### src/rtl/oc2_pkg.sv
// Shared execute-stage definitions: register address width, functional-unit
// codes and the multiplier pipeline slot record.
package oc2_pkg;

  localparam int REG_ADDR_W = 5;
  localparam int PROD_W     = 64;

  localparam logic [1:0] FU_ALUMISC = 2'b00;
  localparam logic [1:0] FU_MEM     = 2'b01;
  localparam logic [1:0] FU_MUL     = 2'b10;
  localparam logic [1:0] FU_NONE    = 2'b11;

  // Slot 0 keeps the raw operands {a, b} in the product field; later slots
  // hold the finished product.
  typedef struct packed {
    logic                  valid;
    logic                  unsig;
    logic [REG_ADDR_W-1:0] regdest;
    logic                  writereg;
    logic [PROD_W-1:0]     product;
  } mul_slot_t;

endpackage

### src/rtl/mul_slot_reg.sv
// One multiplier pipeline slot: loads on advance, cleared by synchronous reset.
module mul_slot_reg
  import oc2_pkg::*;
(
  input  logic      clock,
  input  logic      reset,
  input  logic      advance,
  input  mul_slot_t d,
  output mul_slot_t q
);

  always_ff @(posedge clock) begin
    if (reset) begin
      q <= '0;
    end else if (advance) begin
      q <= d;
    end
  end

endmodule

### src/rtl/mul_unit.sv
// Fixed-latency multiplier functional unit with writeback handshake and
// scoreboard clear. Define MUL_SIGNED_EN to honour iss_mul_unsig per operation.
module mul_unit
  import oc2_pkg::*;
#(
  parameter int LATENCY = 4,
  parameter int DATA_W  = 32
) (
  input  logic                  clock,
  input  logic                  reset,
  input  logic                  iss_mul_oper,
  input  logic [DATA_W-1:0]     iss_mul_rega,
  input  logic [DATA_W-1:0]     iss_mul_regb,
  input  logic                  iss_mul_unsig,
  input  logic [REG_ADDR_W-1:0] iss_mul_regdest,
  input  logic                  iss_mul_writereg,
  output logic                  mul_iss_ready,
  output logic                  mul_wb_valid,
  output logic [DATA_W-1:0]     mul_wb_lo,
  output logic [DATA_W-1:0]     mul_wb_hi,
  output logic [REG_ADDR_W-1:0] mul_wb_regdest,
  output logic                  mul_wb_writereg,
  input  logic                  wb_mul_ready,
  output logic                  mul_sb_clear,
  output logic [REG_ADDR_W-1:0] mul_sb_addr,
  output logic                  mul_busy
);

  localparam int P = 2 * DATA_W;

  // Handshakes: issue transfers on a rising edge where iss_mul_oper and
  // mul_iss_ready are both high; writeback transfers where mul_wb_valid and
  // wb_mul_ready are both high. Payloads are held while the partner is not ready.

  mul_slot_t slot_q [LATENCY];
  mul_slot_t slot_d [LATENCY];

  logic              stall;
  logic              advance;
  logic              wb_fire;
  logic              unsig_in;
  logic              signed_mode;
  logic [DATA_W-1:0] op_a;
  logic [DATA_W-1:0] op_b;
  logic [P-1:0]      op_a_ext;
  logic [P-1:0]      op_b_ext;
  logic [P-1:0]      full_prod;

  assign stall         = slot_q[LATENCY-1].valid & ~wb_mul_ready;
  assign advance       = ~stall;
  assign mul_iss_ready = advance;

`ifdef MUL_SIGNED_EN
  assign unsig_in    = iss_mul_unsig;
  assign signed_mode = ~slot_q[0].unsig;
`else
  // Every multiply is unsigned, so the mode bit is a constant and folds away.
  assign unsig_in    = iss_mul_unsig | 1'b1;
  assign signed_mode = 1'b0;
`endif

  assign op_a     = slot_q[0].product[P-1:DATA_W];
  assign op_b     = slot_q[0].product[DATA_W-1:0];
  assign op_a_ext = signed_mode ? {{DATA_W{op_a[DATA_W-1]}}, op_a} : {{DATA_W{1'b0}}, op_a};
  assign op_b_ext = signed_mode ? {{DATA_W{op_b[DATA_W-1]}}, op_b} : {{DATA_W{1'b0}}, op_b};
  assign full_prod = op_a_ext * op_b_ext;

  always_comb begin
    for (int i = 0; i < LATENCY; i++) begin
      slot_d[i] = '0;
    end
    slot_d[0].valid           = iss_mul_oper & advance;
    slot_d[0].unsig           = unsig_in;
    slot_d[0].regdest         = iss_mul_regdest;
    slot_d[0].writereg        = iss_mul_writereg;
    slot_d[0].product[P-1:0]  = {iss_mul_rega, iss_mul_regb};
    // The multiply happens on the s[0] -> s[1] transfer.
    slot_d[1]                 = slot_q[0];
    slot_d[1].product         = '0;
    slot_d[1].product[P-1:0]  = full_prod;
    for (int i = 2; i < LATENCY; i++) begin
      slot_d[i] = slot_q[i-1];
    end
  end

  for (genvar g = 0; g < LATENCY; g++) begin : g_slot
    mul_slot_reg u_slot (
      .clock   (clock),
      .reset   (reset),
      .advance (advance),
      .d       (slot_d[g]),
      .q       (slot_q[g])
    );
  end

  assign wb_fire         = slot_q[LATENCY-1].valid & wb_mul_ready;
  assign mul_wb_valid    = slot_q[LATENCY-1].valid;
  assign mul_wb_lo       = slot_q[LATENCY-1].valid ? slot_q[LATENCY-1].product[DATA_W-1:0] : '0;
  assign mul_wb_hi       = slot_q[LATENCY-1].valid ? slot_q[LATENCY-1].product[P-1:DATA_W] : '0;
  assign mul_wb_regdest  = slot_q[LATENCY-1].valid ? slot_q[LATENCY-1].regdest : '0;
  assign mul_wb_writereg = slot_q[LATENCY-1].valid & slot_q[LATENCY-1].writereg
                         & (slot_q[LATENCY-1].regdest != '0);
  // Register 0 still gets its clear so issue never waits on it.
  assign mul_sb_clear    = wb_fire & slot_q[LATENCY-1].writereg;
  assign mul_sb_addr     = wb_fire ? slot_q[LATENCY-1].regdest : '0;

  always_comb begin
    mul_busy = 1'b0;
    for (int i = 0; i < LATENCY; i++) begin
      mul_busy = mul_busy | slot_q[i].valid;
    end
  end

endmodule

### config.mk
export PLATFORM = sky130hd
export DESIGN_NAME = mul_unit
export DESIGN_NICKNAME = d
export VERILOG_FILES = /design/src/rtl/oc2_pkg.sv /design/src/rtl/mul_slot_reg.sv /design/src/rtl/mul_unit.sv
export SDC_FILE = /design/constraint.sdc
export NUM_CORES = 2
export LEC_CHECK = 0
export ABC_AREA = 1
export BUFFER_PORTS_ARGS = -buffer_cell sky130_fd_sc_hd__buf_2
export CAP_MARGIN = 20
export CORE_UTILIZATION = 45
export CTS_BUF_LIST = sky130_fd_sc_hd__clkbuf_16
export CTS_CLUSTER_SIZE = 25
export DETAILED_ROUTE_END_ITERATION = 10
export GPL_ROUTABILITY_DRIVEN = 0
export GPL_TIMING_DRIVEN = 0
export HOLD_SLACK_MARGIN = 0.02
export SETUP_SLACK_MARGIN = 0.3
export SLEW_MARGIN = 20
export SYNTH_ARGS = -nofsm -noshare
export SYNTH_HDL_FRONTEND = slang
export SYNTH_SLANG_ARGS = --single-unit
### constraint.sdc
create_clock -name clock -period 6.5 [get_ports clock]
set_clock_uncertainty 0.1 [all_clocks]
set_input_delay 0.65 -clock clock [delete_from_list [all_inputs] [get_ports clock]]
set_output_delay 0.65 -clock clock [all_outputs]
set_load 0.02 [all_outputs]
==> results.txt <==
status = finished with violations
failing checks = setup timing
DRT iter0 DRCs = 5095
core box area = 102000 um^2
minimum clock period after layout = 6990 ps
routed vias = 43500
cell count along the critical path = 27
Reg2Reg Depth = 27
final setup fails = 45
antenna violations before repair = 13
Slew headroom = 0.276
wire per inst = 23.4 um
RSZ-0062 raised after global routing = yes
WHS = 174 ps
CP dominant cell by count = fa_1
Yosys top cell area share = 0.383
Crit. End Element = register
ANT nets after route = 0
Avg Cell Area, Syn = 7.27 um^2
Syn Nets = 7669
setup TNS = -16790 ps
Clock Tree Buf Depth = 3
die height = 325 um
R2R setup slack = -490 ps
Largest Register = g_slot.u_slot.q
GRT Overall Usage = 0.361
Area growth syn-to-layout = 26.5%
clk_lat worst skew = 640 ps
share of layout cells above drive strength 1 = 0.214
Post-CTS Hold Fix Bufs = 0
Max Cap Viol = 0
site row count = 117
Setup Crit Path Kind = register to register
DRC = 0
Hold Crit Depth = 3
Worst-Margin Slew = 1090 ps
H-tree levels = 1
cell leakage power = 0.0347 uW
DP Area = 49600 um^2
PD cells = 428 nW/um^2
f_max = 0.143 GHz
hpwl dp = 146 mm
Worst Path Buf+Inv = 9
die area = 105000 um^2
Min-Delay Path Class = primary input to register
post-synthesis cell count = 6435
final slew viol count = 0
Total Routed Length = 193 mm
Peak supply drop = 779 uV
Starting Density = 0.457
FF+latch count, synth = 284
first-pass detailed-route iteration total = 10
Fin. Hold Viols = 0
WP data arrival = 7410 ps
top cells by area, synth = fa_1, inv_1, nand2_1
crit-path max FO = 5
Root Buffer = clkbuf_16
WP data required = 6920 ps
Max stage delay cell, worst path = fa_2
CP max stage delay = 590 ps
Nets = 8087
leading area contributor after synthesis = fa_1
total I/O pin count = 154
Top Registers = g_slot.u_slot.q (284)
Remaining Overflow, GRT = 0
number of vias per cell = 5.27
Power Total = 25300 uW
CTS clk-pin slew, worst paths = 80 ps
Final Worst Setup Slack = -490 ps
max reg flops = 284
Tcrit/Tclk final = 1.08
Synth Warn # = 0
largest net degree at the start of global routing = 16
Worst setup SP type = register
final instance area = 59200 um^2
final core occ = 0.578
Chip Width = 325 um
CTS Buf Count = 31
Clock Sinks = 284
Seq/Total Area, Yosys = 0.121
CTS tree = done
Worst path top cell family by delay = adder cells
fill count = 9257
Yosys cell types = 32
port buffer count = 151
number of global-route vias before repair = 43300
Post-Synthesis Cell Area = 46800 um^2
first-pass GRT wire length = 277 mm
[where the power goes]
group	leakage (uW)	internal (uW)	switching, uW	total [uW]
clock	0.000504	1020	823	1850
combinational	0.0318	8170	13100	21300
sequential	0.00235	2070	141	2210
[path summary, 6_finish.rpt]
| kind | start | end |
|---|---|---|
| worst max register to register | g_slot[0].u_slot.q[17] | g_slot[1].u_slot.q[50] |
| worst min-delay path | iss_mul_rega[5] | g_slot[0].u_slot.q[37] |
| worst min register to register | g_slot[2].u_slot.q[36] | g_slot[3].u_slot.q[36] |
| worst max-delay path | g_slot[0].u_slot.q[17] | g_slot[1].u_slot.q[50] |
[stage by stage]
stage / setup slack [ps] / instances
6_report: -490 / 8248
5_1_grt: -652 / 8244
4_1_cts: -333 / 8179
3_5_place_dp: -1770 / 7954
3_3_place_gp: -1750 / 7954
2_1_floorplan: 284 / 6435
[Yosys cell counts]
cell type / number
o311ai_0: 1
a21oi_1: 118
fa_1: 896
dfxtp_1: 284
buf_1: 3
nor3_1: 7
ha_1: 263
nor2_4: 4
nand3_2: 6
nor2_1: 409
o21bai_2: 2
o21bai_1: 36
nor4_2: 2
nand3_1: 73
buf_2: 40
inv_2: 6
xnor2_1: 9
nand2_2: 20
nand2_1: 1769
o21ai_1: 2
clkbuf_1: 314
inv_1: 1895
a211oi_1: 4
a21o_1: 4
nor4_1: 1
xor2_1: 21
and2_1: 1
nand4_1: 10
o21ai_0: 211
o211ai_1: 6
nor3_2: 5
nor2_2: 13
[cell usage in the layout (no fill, tap or decap), types with 9 or more instances in the layout]
cell       instances
ha_1             219
inv_4             10
nor2_4            56
nand3_1           34
inv_2            137
buf_4            174
clkbuf_8          58
nor2_2            17
nand3_2           33
a21oi_1           96
nand2_1         1515
buf_12            37
nand2_4           98
nand3_4           12
buf_8             44
nand2_2          174
ha_4              41
fa_2              86
clkbuf_16        138
fa_1             810
buf_6             35
clkbuf_1          65
xor2_1            14
o21bai_1          34
nor2_1           353
nand4_1           10
o21ai_0          209
clkbuf_2           9
inv_1           1758
clkbuf_4          17
dfxtp_1          254
buf_2            193
a21oi_4           15
dfxtp_2           30
[worst reg2reg max path: stages, from the launching register on]
cell and delay, ps:
dfxtp_2 320, clkbuf_8 150, buf_4 170, buf_8 150
nand2_1 80, inv_1 70, fa_1 550, inv_1 80
fa_2 590, fa_2 460, fa_1 590, fa_2 450
fa_1 530, fa_1 460, fa_1 580, inv_2 60
ha_4 310, nand2_4 80, nor2_4 120, inv_2 60
nor2_2 110, inv_1 110, nor2_4 190, nand3_4 120
nand4_1 110, nand3_2 120, nand2_1 110, inv_1 40
[layer usage]
layer | part of all wire | up-vias | track usage
met3 | 0.15 | 782 | 0.142
met4 | 0.085 | 14 | 0.225
met1 | 0.37 | 21100 | 0.463
met2 | 0.39 | 2789 | 0.504
li1 | - | 18800 | -
met5 | 0.0027 | - | 0.0163
[area by class of cell]
class	instances	area, um^2	area share
Multi-Input combinational cell	3893	35600	0.602
Inverter	1901	7160	0.121
Sequential cell	284	5720	0.0967
Buffer	357	4880	0.0825
Timing Repair Buffer	385	3090	0.0522
Tap cell	1368	1710	0.0289
Clock buffer	31	776	0.0131
Clock inverter	24	231	0.00391
Antenna cell	5	12.5	0.000211
[logic make-up (layout without fill, tap and decap cells)]
kind of cell               after synthesis  in the layout  synth area share
and+or+nand+nor                       2320           2320             0.193
buffers and inverters                 2258           2698             0.182
adders and majority gates             1159           1159             0.454
AOI/OAI and AO/OA                      384            384            0.0441
DFF                                    284            284             0.121
xor gates and xnor gates                30             30           0.00561
other                                    0              5                 0
[repair_timing]
| action | CTS | global route |
|---|---|---|
| pin swaps | 277 | 309 |
| cloned | 5 | 2 |
| setup buffers | 165 | 62 |
| endpoints found under the setup margin | 55 | 54 |
| gates resized for setup | 1146 | 526 |
Note: power is estimated with default switching activity, not from simulation.
